File: config.mk
export PLATFORM = sky130hd
export DESIGN_NAME = fir_access_sched
export DESIGN_NICKNAME = d
export VERILOG_FILES = /design/src/rtl/fir_access_sched.sv
export SDC_FILE = /design/constraint.sdc
export NUM_CORES = 1
export LEC_CHECK = 0
export CAP_MARGIN = 20
export CORE_ASPECT_RATIO = 1.25
export CORE_MARGIN = 2
export CORE_UTILIZATION = 45
export CTS_CLUSTER_DIAMETER = 60
export DETAILED_ROUTE_END_ITERATION = 7
export PLACE_DENSITY = 0.77
export SYNTH_ARGS = -nofsm -noshare
export SYNTH_HDL_FRONTEND = slang
export SYNTH_SLANG_ARGS = --single-unit
export TNS_END_PERCENT = 20
File: constraint.sdc
create_clock -name clk -period 3.75 [get_ports clk]
set_input_delay 0.75 -clock clk [delete_from_list [all_inputs] [get_ports clk]]
set_output_delay 0.75 -clock clk [all_outputs]
set_load 0.1 [all_outputs]
File: src/rtl/fir_access_sched.sv
// Arbitrates fir_filter's single strobe interface between coefficient-bank reloads and sample issue.
// Optional transfer watchdog enabled by defining FIR_SCHED_TIMEOUT_EN.
module fir_access_sched #(
   parameter int DATA_W    = 16,
   parameter int NUM_COEFF = 4,
   parameter int TIMEOUT   = 255
) (
   input  logic                        clk,
   input  logic                        rst,
   input  logic                        cfg_valid,
   input  logic [NUM_COEFF*DATA_W-1:0] cfg_coeff,
   output logic                        cfg_ready,
   input  logic                        smp_valid,
   input  logic [DATA_W-1:0]           smp_data,
   output logic                        smp_ready,
   input  logic                        modwait,
   input  logic                        fir_err,
   output logic [DATA_W-1:0]           sample_data,
   output logic [DATA_W-1:0]           fir_coefficient,
   output logic                        data_ready,
   output logic                        load_coeff,
   output logic                        coeff_loaded,
   output logic                        busy,
   output logic                        err
);

   localparam int IDX_W = (NUM_COEFF > 1) ? $clog2(NUM_COEFF) : 1;
   localparam logic [IDX_W-1:0] LAST_IDX = IDX_W'(NUM_COEFF - 1);

   typedef enum logic [2:0] {IDLE, C_REQ, C_WAIT, S_REQ, S_WAIT, FAULT} state_t;

   state_t              state_q, state_d;
   logic [IDX_W-1:0]    idx_q, idx_d;
   logic                cfg_full_q, cfg_full_d;
   logic                smp_full_q, smp_full_d;
   logic [DATA_W-1:0]   bank_q [NUM_COEFF];
   logic [DATA_W-1:0]   bank_d [NUM_COEFF];
   logic [DATA_W-1:0]   smp_q, smp_d;
   logic                coeff_loaded_q, coeff_loaded_d;
   logic                err_q, err_d;
   logic                load_coeff_q, load_coeff_d;
   logic                data_ready_q, data_ready_d;
   logic [DATA_W-1:0]   fir_coeff_q, fir_coeff_d;
   logic [DATA_W-1:0]   sample_data_q, sample_data_d;

   logic cfg_accept, smp_accept, timeout;
   logic cfg_clr, smp_clr, loaded_set, err_clr, to_fault;

   assign cfg_ready  = ~cfg_full_q;
   assign smp_ready  = ~smp_full_q && (state_q != FAULT);
   assign cfg_accept = cfg_valid && cfg_ready;
   assign smp_accept = smp_valid && smp_ready;

`ifdef FIR_SCHED_TIMEOUT_EN
   logic [7:0] cnt_q, cnt_d;
   logic       cnt_run;

   assign cnt_run = state_q inside {C_REQ, C_WAIT, S_REQ, S_WAIT};
   assign timeout = cnt_run && (cnt_q == 8'(TIMEOUT));

   always_comb begin
      cnt_d = cnt_q;
      if (state_d != state_q) cnt_d = '0;
      else if (cnt_run)       cnt_d = cnt_q + 8'd1;
   end

   always_ff @(posedge clk or posedge rst) begin
      if (rst) cnt_q <= '0;
      else     cnt_q <= cnt_d;
   end
`else
   assign timeout = 1'b0;
`endif

   always_comb begin
      state_d    = state_q;
      idx_d      = idx_q;
      cfg_clr    = 1'b0;
      smp_clr    = 1'b0;
      loaded_set = 1'b0;
      err_clr    = 1'b0;
      unique case (state_q)
         IDLE: begin
            if (cfg_full_q)                        state_d = C_REQ;
            else if (smp_full_q && coeff_loaded_q) state_d = S_REQ;
         end
         C_REQ:  if (modwait) state_d = C_WAIT;
         C_WAIT: begin
            if (!modwait) begin
               if (idx_q == LAST_IDX) begin
                  cfg_clr    = 1'b1;
                  loaded_set = 1'b1;
                  idx_d      = '0;
                  state_d    = IDLE;
               end else begin
                  idx_d   = idx_q + 1'b1;
                  state_d = C_REQ;
               end
            end
         end
         S_REQ:  if (modwait) state_d = S_WAIT;
         S_WAIT: begin
            if (!modwait) begin
               smp_clr = 1'b1;
               state_d = IDLE;
            end
         end
         FAULT: begin
            if (cfg_full_q) begin
               err_clr = 1'b1;
               idx_d   = '0;
               state_d = C_REQ;
            end
         end
         default: state_d = IDLE;
      endcase
      if (timeout) begin
         state_d    = FAULT;
         idx_d      = '0;
         cfg_clr    = 1'b0;
         smp_clr    = 1'b0;
         loaded_set = 1'b0;
      end
   end

   assign to_fault = (state_d == FAULT) && (state_q != FAULT);

   // A bank or sample accepted on the very cycle of a fault wins over the discard.
   always_comb begin
      cfg_full_d = cfg_full_q;
      if (cfg_accept)                cfg_full_d = 1'b1;
      else if (cfg_clr || to_fault)  cfg_full_d = 1'b0;

      smp_full_d = smp_full_q;
      if (smp_accept)                smp_full_d = 1'b1;
      else if (smp_clr || to_fault)  smp_full_d = 1'b0;

      bank_d = bank_q;
      if (cfg_accept)
         for (int unsigned i = 0; i < NUM_COEFF; i++)
            bank_d[i] = cfg_coeff[i*DATA_W +: DATA_W];

      smp_d = smp_accept ? smp_data : smp_q;

      coeff_loaded_d = coeff_loaded_q;
      if (cfg_accept || to_fault) coeff_loaded_d = 1'b0;
      else if (loaded_set)        coeff_loaded_d = 1'b1;

      err_d = err_q;
      if (to_fault)     err_d = 1'b1;
      else if (err_clr) err_d = 1'b0;

      load_coeff_d  = (state_q == C_REQ) && (state_d == C_REQ);
      data_ready_d  = (state_q == S_REQ) && (state_d == S_REQ);
      fir_coeff_d   = (state_q == C_REQ) ? bank_q[idx_q] : fir_coeff_q;
      sample_data_d = (state_q == S_REQ) ? smp_q : sample_data_q;
   end

   always_ff @(posedge clk or posedge rst) begin
      if (rst) begin
         state_q        <= IDLE;
         idx_q          <= '0;
         cfg_full_q     <= 1'b0;
         smp_full_q     <= 1'b0;
         for (int unsigned i = 0; i < NUM_COEFF; i++) bank_q[i] <= '0;
         smp_q          <= '0;
         coeff_loaded_q <= 1'b0;
         err_q          <= 1'b0;
         load_coeff_q   <= 1'b0;
         data_ready_q   <= 1'b0;
         fir_coeff_q    <= '0;
         sample_data_q  <= '0;
      end else begin
         state_q        <= state_d;
         idx_q          <= idx_d;
         cfg_full_q     <= cfg_full_d;
         smp_full_q     <= smp_full_d;
         bank_q         <= bank_d;
         smp_q          <= smp_d;
         coeff_loaded_q <= coeff_loaded_d;
         err_q          <= err_d;
         load_coeff_q   <= load_coeff_d;
         data_ready_q   <= data_ready_d;
         fir_coeff_q    <= fir_coeff_d;
         sample_data_q  <= sample_data_d;
      end
   end

   assign load_coeff      = load_coeff_q;
   assign data_ready      = data_ready_q;
   assign fir_coefficient = fir_coeff_q;
   assign sample_data     = sample_data_q;
   assign coeff_loaded    = coeff_loaded_q;
   assign busy            = (state_q != IDLE);
   assign err             = err_q | fir_err;

endmodule
## Word-level counts from Yosys, hierarchy flattened

Cells that the tools add are included.

- Add/sub/neg operators: 1
- $mul: 0
- Divide/modulo/power cells: 0
- $lt $le $gt $ge: 1
- Eq/ne operators: 12
- Shifts and indexed selects: 0
- Multiplexer cells: 31
- Bitwise operators: 4
- Reductions and logical operators: 18

Operators with widths:

| kind | count |
|---|---|
| binary-select mux 16 bit (select 2 bit) | 1 |
| 2-to-1 mux 16 bit | 2 |
| 2-to-1 mux 3 bit | 7 |
| case mux 3 bit (6 select lines) | 1 |
| 2-to-1 mux 1 bit | 16 |
| nonzero test 2 bit | 5 |
| equality test 3 x 2 -> 1 bit, second input constant | 3 |
| equality test 3 bit, second input constant | 3 |
| logical AND 1 bit | 7 |
| equality test 3 x 1 -> 1 bit, second input constant | 2 |
| 2-to-1 mux 2 bit | 3 |
| != test 2 bit, second input constant | 2 |
| case mux 2 bit (2 select lines) | 1 |
| greater-or-equal comparator 3 bit, second input constant | 1 |
| logical NOT 3 bit | 1 |
| logical OR 1 bit | 3 |
| != test 3 bit, second input constant | 1 |
| NOT 2 -> 3 bit | 1 |
| AND reduction 3 bit | 1 |
| nonzero test 3 bit | 1 |
| adder 2 x 1 -> 2 bit, second input constant | 1 |
| equality test 2 bit, second input constant | 1 |
| NOT 1 bit | 2 |
| OR 1 bit | 1 |

- Flip-flop bits (word level): 123
- Bits in latches: 0
- Bits in writable memories: 0
- ROM bits: 0
- Input bits: 86
- Output and inout port bits: 39
- Word-level logic and storage cells: 82
- Memories kept: 0

## Logic depth before layout (Yosys ltp)

Gate-level depths: netlist (run 1).

- Depth after elaboration: 9
- Depth in mapped cells: 6
- Mapped depth without buffers: 3

## Worst setup path after synthesis (run 1)

Ideal clock, no wire load.

- Kind: reg-to-output
- From: reg state_q[2]
- To: out smp_ready
- Arrival: 2030 ps
- Data required time: 3000 ps
- Setup slack: 970 ps
- Cell stages (with the launch flop): 3
- Path buffers: 1
- Cells stage by stage: dfrtp_1 -> buf_2 -> a21oi_1

- Longest elaborated chain between the ends: 2

Ends and longest elaborated chain:

| what | line | text |
|---|---|---|
| start: declaration | 32 | `state_t state_q, state_d;` |
| start signal: assignment | 174 | `state_q <= state_d;` |
| != test 3 bit | 50 | `assign smp_ready = ~smp_full_q && (state_q != FAULT);` |
| logical AND 1 bit | 50 |  |
| end: declaration | 15 | `output logic smp_ready,` |

No other way between the ends.

## Final worst setup path (run 1)

- From: reg state_q[2]
- To: out busy

- Longest elaborated chain between the ends: 1

Ends and longest elaborated chain:

| what | line | text |
|---|---|---|
| nonzero test 3 bit | 194 | `assign busy = (state_q != IDLE);` |
| end: declaration | 23 | `output logic busy,` |

No other way between the ends.

==> results_dict.tcl, run 1 <==
set metrics [dict create \
    status "complete, no violations" \
    coreArea_mm2 0.0111 \
    reg2reg_slack_ns 1.63 \
    pwr_density_cell_mw_per_mm2 1000 \
    io_buffers 124 \
    critPathLaunch "state_q[2]$_DFF_PP0_" \
    clock_latency_ns 0.42 \
    hold_path.class "reg -> reg" \
    reg2reg_from "state_q[0]$_DFF_PP0_" \
    post_cts_buffers 0 \
    dp.cells 591 \
    htree_levels 4 \
    hold_viol 0 \
    syn_nets 436 \
    fin_setup_tns_ns 0 \
    synth.distinct_cells 34 \
    sw_frac_of_total_pct 41.1 \
    ir_worst_vdd_mv 0.738 \
    routed_wl_um 11100 \
    p_int_uw 4190 \
    critPathRequiredTime_ns 3.00 \
    synth_ff_type "dfrtp_1" \
    pwr-share-comb_pct 43.6 \
    hold_ws_ns 0.487 \
    cp-end-kind "output port" \
    ys_seq_elements 123 \
    cts_root_buf "clkbuf_16" \
    syn_area_mm2 0.00516 \
    critPathKind "reg -> out" \
    routedWlPerCell_um 17.9 \
    post_drt_via_cell_ratio 5.36 \
    area_growth_pct 37.4 \
    cp_max_fo 14 \
    cts_sinks 123 \
    maxCapViolCount 0 \
    track_usage_pct 19.2 \
    hp-start "err_q$_DFFE_PP0P_" \
    firstDrtPassIters 4 \
    synthArstFlopShare_pct 100 \
    period_minus_slack_ns 3.07 \
    postSynthAreaPerCell_um2 14.8 \
    grt_setup_unrepaired "false" \
    power_uw 7120 \
    diodes 0 \
    setup_viol 0 \
    p_seq_share_pct 33.4 \
    yosysWarnings 0 \
    start_util_pct 46.3 \
    nNetsFinal 562 \
    seq_area_frac_synth_pct 59.7 \
    gp_congestion 0.753 \
    utilization_pct 63.6 \
    clk_pin_slew_ns 0.05 \
    grt_pass1_wl_um 18100 \
    relSlewSlack_pct 32.5 \
    drc_errors 0 \
    postSynthCellCount 349 \
    min_period_over_period_pct 81.9 \
    finClkSkew_ns 0.0249 \
    drtIter0Drc 113 \
    ios 125 \
    cts.repair.resized 0 \
    overflow 0 \
    cts_tree "yes" \
    layout_common_cells "dfrtp_1, clkdlybuf4s50_1, mux2_2, mux2i_1" \
    die_area_mm2 0.0123 \
    worstMarginPinSlew_ns 1.01 \
    postCtsHoldBufs 0 \
    fmax_mhz 326 \
    dpl.hpwl_um 7640 \
    stdcell_count 621 \
    synth-edff-count 0 \
    start_kind "flip-flop" \
    clock_path_buffers 2 \
    num_rows 43 \
    die_w_um 99.7 \
    grt_max_degree 53 \
    drv_slew 0 \
    critPathArrivalTime_ns 2.32 \
    num_vias 3326 \
    antenna_left 0 \
    antenna_found_initial 0 \
    pwr-share-clk_pct 23.0 \
    grt_pass1_vias 3634 \
    dieHeight_um 124 \
    drive_above_1_share_pct 28.8 \
    numCtsBuffers 17 \
    p_leak_uw 0.00308 \
    p_sw_uw 2920 \
]
final cells by class:
cell class / instances / area (um2)
multi-input cells: 199 / 1930
flip-flops and latches: 123 / 3080
clock buffers: 21 / 470
fillers: 830 / 4050
repair buffers: 129 / 1300
clock inverters: 9 / 120
inverters: 5 / 22.5
well taps: 135 / 169
flip-flops by register name, summed over array words and instances, names as in the netlist, 2 cells and up:
signal / count
fir_coefficient: 16
bank_q: 64
idx_q: 2
sample_data: 16
smp_q: 16
state_q: 3
metrics by stage:
step	cell area, um2	setup WS [ns]
after global routing	7090	0.597
after CTS	7090	0.674
final	7090	0.680
after floorplan	5160	0.970
after detailed placement	6490	1.09
after global placement	6490	1.11
power by group through the flow:
| stage | Combinational, uW | Sequential, uW | Clock (uW) |
|---|---|---|---|
| final | 3100 | 2380 | 1640 |
| after global routing | 3270 | 2470 | 1730 |
| after CTS | 3140 | 2380 | 1670 |
| after detailed placement | 3130 | 2400 | 0 |
| after global placement | 3060 | 2360 | 0 |
| after floorplan | 1290 | 3480 | 0 |
routing by layer:
| layer | vias to the layer above | part of all wire [%] | global-route usage (%) |
|---|---|---|---|
| met1 | 1694 | 41 | 23.2 |
| met5 | - | 0 | 0 |
| li1 | 1515 | - | - |
| met2 | 105 | 51 | 31.8 |
| met4 | 0 | 1.2 | 7.19 |
| met3 | 12 | 6.9 | 6.79 |
synth_stat cells (2+ instances only):
library cell,instances,area (um2)
dfrtp_1,123,3080
mux2_2,86,968
mux2i_1,34,340
nand2_1,17,63.8
o221ai_1,16,140
buf_2,13,65.1
mux2_4,10,150
nor2_1,8,30.0
inv_1,5,18.8
clkbuf_1,4,15.0
a21oi_1,3,15.0
a31oi_1,3,18.8
buf_6,3,33.8
a211o_1,2,17.5
a211oi_1,2,15.0
a22o_1,2,17.5
critical path: stages, from the launching register on:
cell and delay (ns):
dfrtp_1 0.58, or3_1 0.19, clkdlybuf4s50_1 1.13
kinds of logic after synthesis:
kind of cell | synth area share (%)
buffers and inverters | 3.11
adders and majority gates | 0.243
and+or+nand+nor | 3.76
muxes | 28.3
xor gates and xnor gates | 0.170
DFF | 59.7
AOI/OAI and AO/OA | 4.73
path summary, 6_finish.rpt:
path | end | cells past startpoint
worst max-delay path | busy | 2
worst min-delay path | err_q$_DFFE_PP0P_ | 2
worst max register to register | smp_q[14]$_DFFE_PP0P_ | 3
worst min register to register | err_q$_DFFE_PP0P_ | 2
max in group asynchronous | fir_coefficient[8]$_DFFE_PP0P_ | 3
min in group asynchronous | bank_q[31]$_DFFE_PP0P_ | 2
Power figures use the tool's default switching activity.
==> inputs of run 2 (changes only) <==
clock period = 2.6 ns   (was 3.75 ns; I/O delays follow)
==> run 2 against run 1 <==
  * Cell area is 1.2% lower
  * Critical path depth is 1 higher
  * Largest cell class unchanged
  * Die area stayed put
==> results_dict.tcl, run 2 (synthesis results as in run 1) <==
set metrics [dict create \
    grt_max_degree 124 \
    pwr-share-clk_pct 23.0 \
    drtIter0Drc 110 \
    critPathArrivalTime_ns 1.63 \
    ios 125 \
    grt_pass1_wl_um 17900 \
    worst_slack_ns 0.455 \
    routedWlPerCell_um 17.9 \
    cp-end-kind "output port" \
    io_buffers 124 \
    hp-start "err_q$_DFFE_PP0P_" \
    p_int_uw 5930 \
    num-fill-cells 806 \
    fin_setup_tns_ns 0 \
    post_cts_buffers 0 \
    gp_congestion 0.784 \
    r2r_cells 3 \
    diodes 0 \
    num_rows 43 \
    drc_errors 0 \
    dieHeight_um 124 \
    nNetsFinal 561 \
    die_w_um 99.7 \
    firstDrtPassIters 4 \
    layout_commonest_cell "dfrtp_1" \
    critPathKind "reg -> out" \
    status "complete, no violations" \
    antenna_found_initial 0 \
    pwr-share-comb_pct 42.9 \
    setup_viol 0 \
    p_seq_share_pct 34.0 \
    regMostFlops "bank_q" \
    fmax_mhz 466 \
    reg2reg_from "state_q[0]$_DFF_PP0_" \
    num_vias 3264 \
    largest_reg_flops 64 \
    dp.cells 590 \
    area_growth_pct 35.8 \
    drv_slew 0 \
    die_area_mm2 0.0123 \
    period_minus_slack_ns 2.15 \
    utilization_pct 62.9 \
    grt_setup_unrepaired "false" \
    relSlewSlack_pct 44.5 \
    clk_pin_slew_ns 0.05 \
    sw_frac_of_total_pct 41.8 \
    ir_worst_vdd_mv 1.08 \
    wl_met1_um 4590 \
    cp_max_fo 12 \
    met2WireLength_um 5720 \
    grt_pass1_vias 3617 \
    post-place-ws_ns 0.387 \
    postCtsHoldBufs 0 \
    cts_sinks 123 \
    clock_latency_ns 0.40 \
    maxCapViolCount 0 \
    cts.repair.resized 0 \
    hold_depth 2 \
    met3_length_um 746 \
    htree_levels 4 \
    min_period_over_period_pct 82.5 \
    holdPathEnd "err_q$_DFFE_PP0P_" \
    hold_path.class "reg -> reg" \
    start_util_pct 46.3 \
    overflow 0 \
    reg2reg_slack_ns 0.48 \
    cts_tree "yes" \
    dpl.hpwl_um 7400 \
    hold_viol 0 \
    r2r_end "smp_q[11]$_DFFE_PP0P_" \
    coreArea_mm2 0.0111 \
    track_usage_pct 18.9 \
    stdcell_count 622 \
    top_layer "met4" \
    pwr_density_cell_mw_per_mm2 1460 \
    p_leak_uw 0.00312 \
    worstMarginPinSlew_ns 0.832 \
    finClkSkew_ns 0.00715 \
    antenna_left 0 \
    critPathRequiredTime_ns 2.08 \
    drive_above_1_share_pct 36.6 \
    numCtsBuffers 17 \
    layout_common_cells "dfrtp_1, mux2_2, clkdlybuf4s50_1, buf_4, mux2i_1" \
    clock_path_buffers 2 \
    routed_wl_um 11200 \
    cts_root_buf "clkbuf_16" \
    post_drt_via_cell_ratio 5.25 \
    p_sw_uw 4270 \
    start_kind "flip-flop" \
]
==> run 2: area by class of cell <==
cell class | count | area [um2] | area share [%]
Sequential cell | 123 | 3080 | 44.0
Timing Repair Buffer | 128 | 1210 | 17.3
Inverter | 5 | 22.5 | 0.322
Clock buffer | 19 | 443 | 6.33
Multi-Input combinational cell | 199 | 1930 | 27.5
Tap cell | 135 | 169 | 2.41
Clock inverter | 13 | 150 | 2.14
==> run 2: per-stage QoR <==
step | hold slack [ns] | total power [uW] | instance area, um2
floorplan | 0.463 | 6880 | 5160
global placement | 0.476 | 7740 | 6410
detailed placement | 0.482 | 7890 | 6410
CTS | 0.492 | 10300 | 7000
global route | 0.515 | 10700 | 7000
finish | 0.487 | 10200 | 7000
==> run 2: metal layers <==
metal  global-route usage (%)  up-vias
li1                         -     1512
met3                     6.68        8
met5                        0        -
met2                     32.1       99
met4                     6.93        0
met1                     22.3     1645
==> run 2: how the worst max path moves through the flow <==
stage	slack, ns	from	to	cells past startpoint
after global routing	0.35	state_q[0]$_DFF_PP0_	smp_q[12]$_DFFE_PP0P_	3
after CTS	0.44	state_q[0]$_DFF_PP0_	smp_ready	3
after detailed placement	0.39	smp_valid	smp_q[12]$_DFFE_PP0P_	4
after global placement	0.43	smp_valid	smp_q[14]$_DFFE_PP0P_	4
final	0.45	state_q[0]$_DFF_PP0_	smp_ready	3
after floorplan	0.05	state_q[2]$_DFF_PP0_	smp_ready	2
==> run 2: power by group through the flow <==
stage / Combinational, uW / Clock [uW] / Sequential, uW
after floorplan: 1860 / 0 / 5020
after global placement: 4300 / 0 / 3440
after detailed placement: 4400 / 0 / 3490
after CTS: 4420 / 2380 / 3480
after global routing: 4610 / 2480 / 3600
final: 4380 / 2350 / 3470
==> run 2: worst max-delay path, cell delays in order, from the launching register on <==
cell and delay [ns]:
dfrtp_1 0.58, nor2b_4 0.29, a21oi_1 0.09, buf_4 0.25
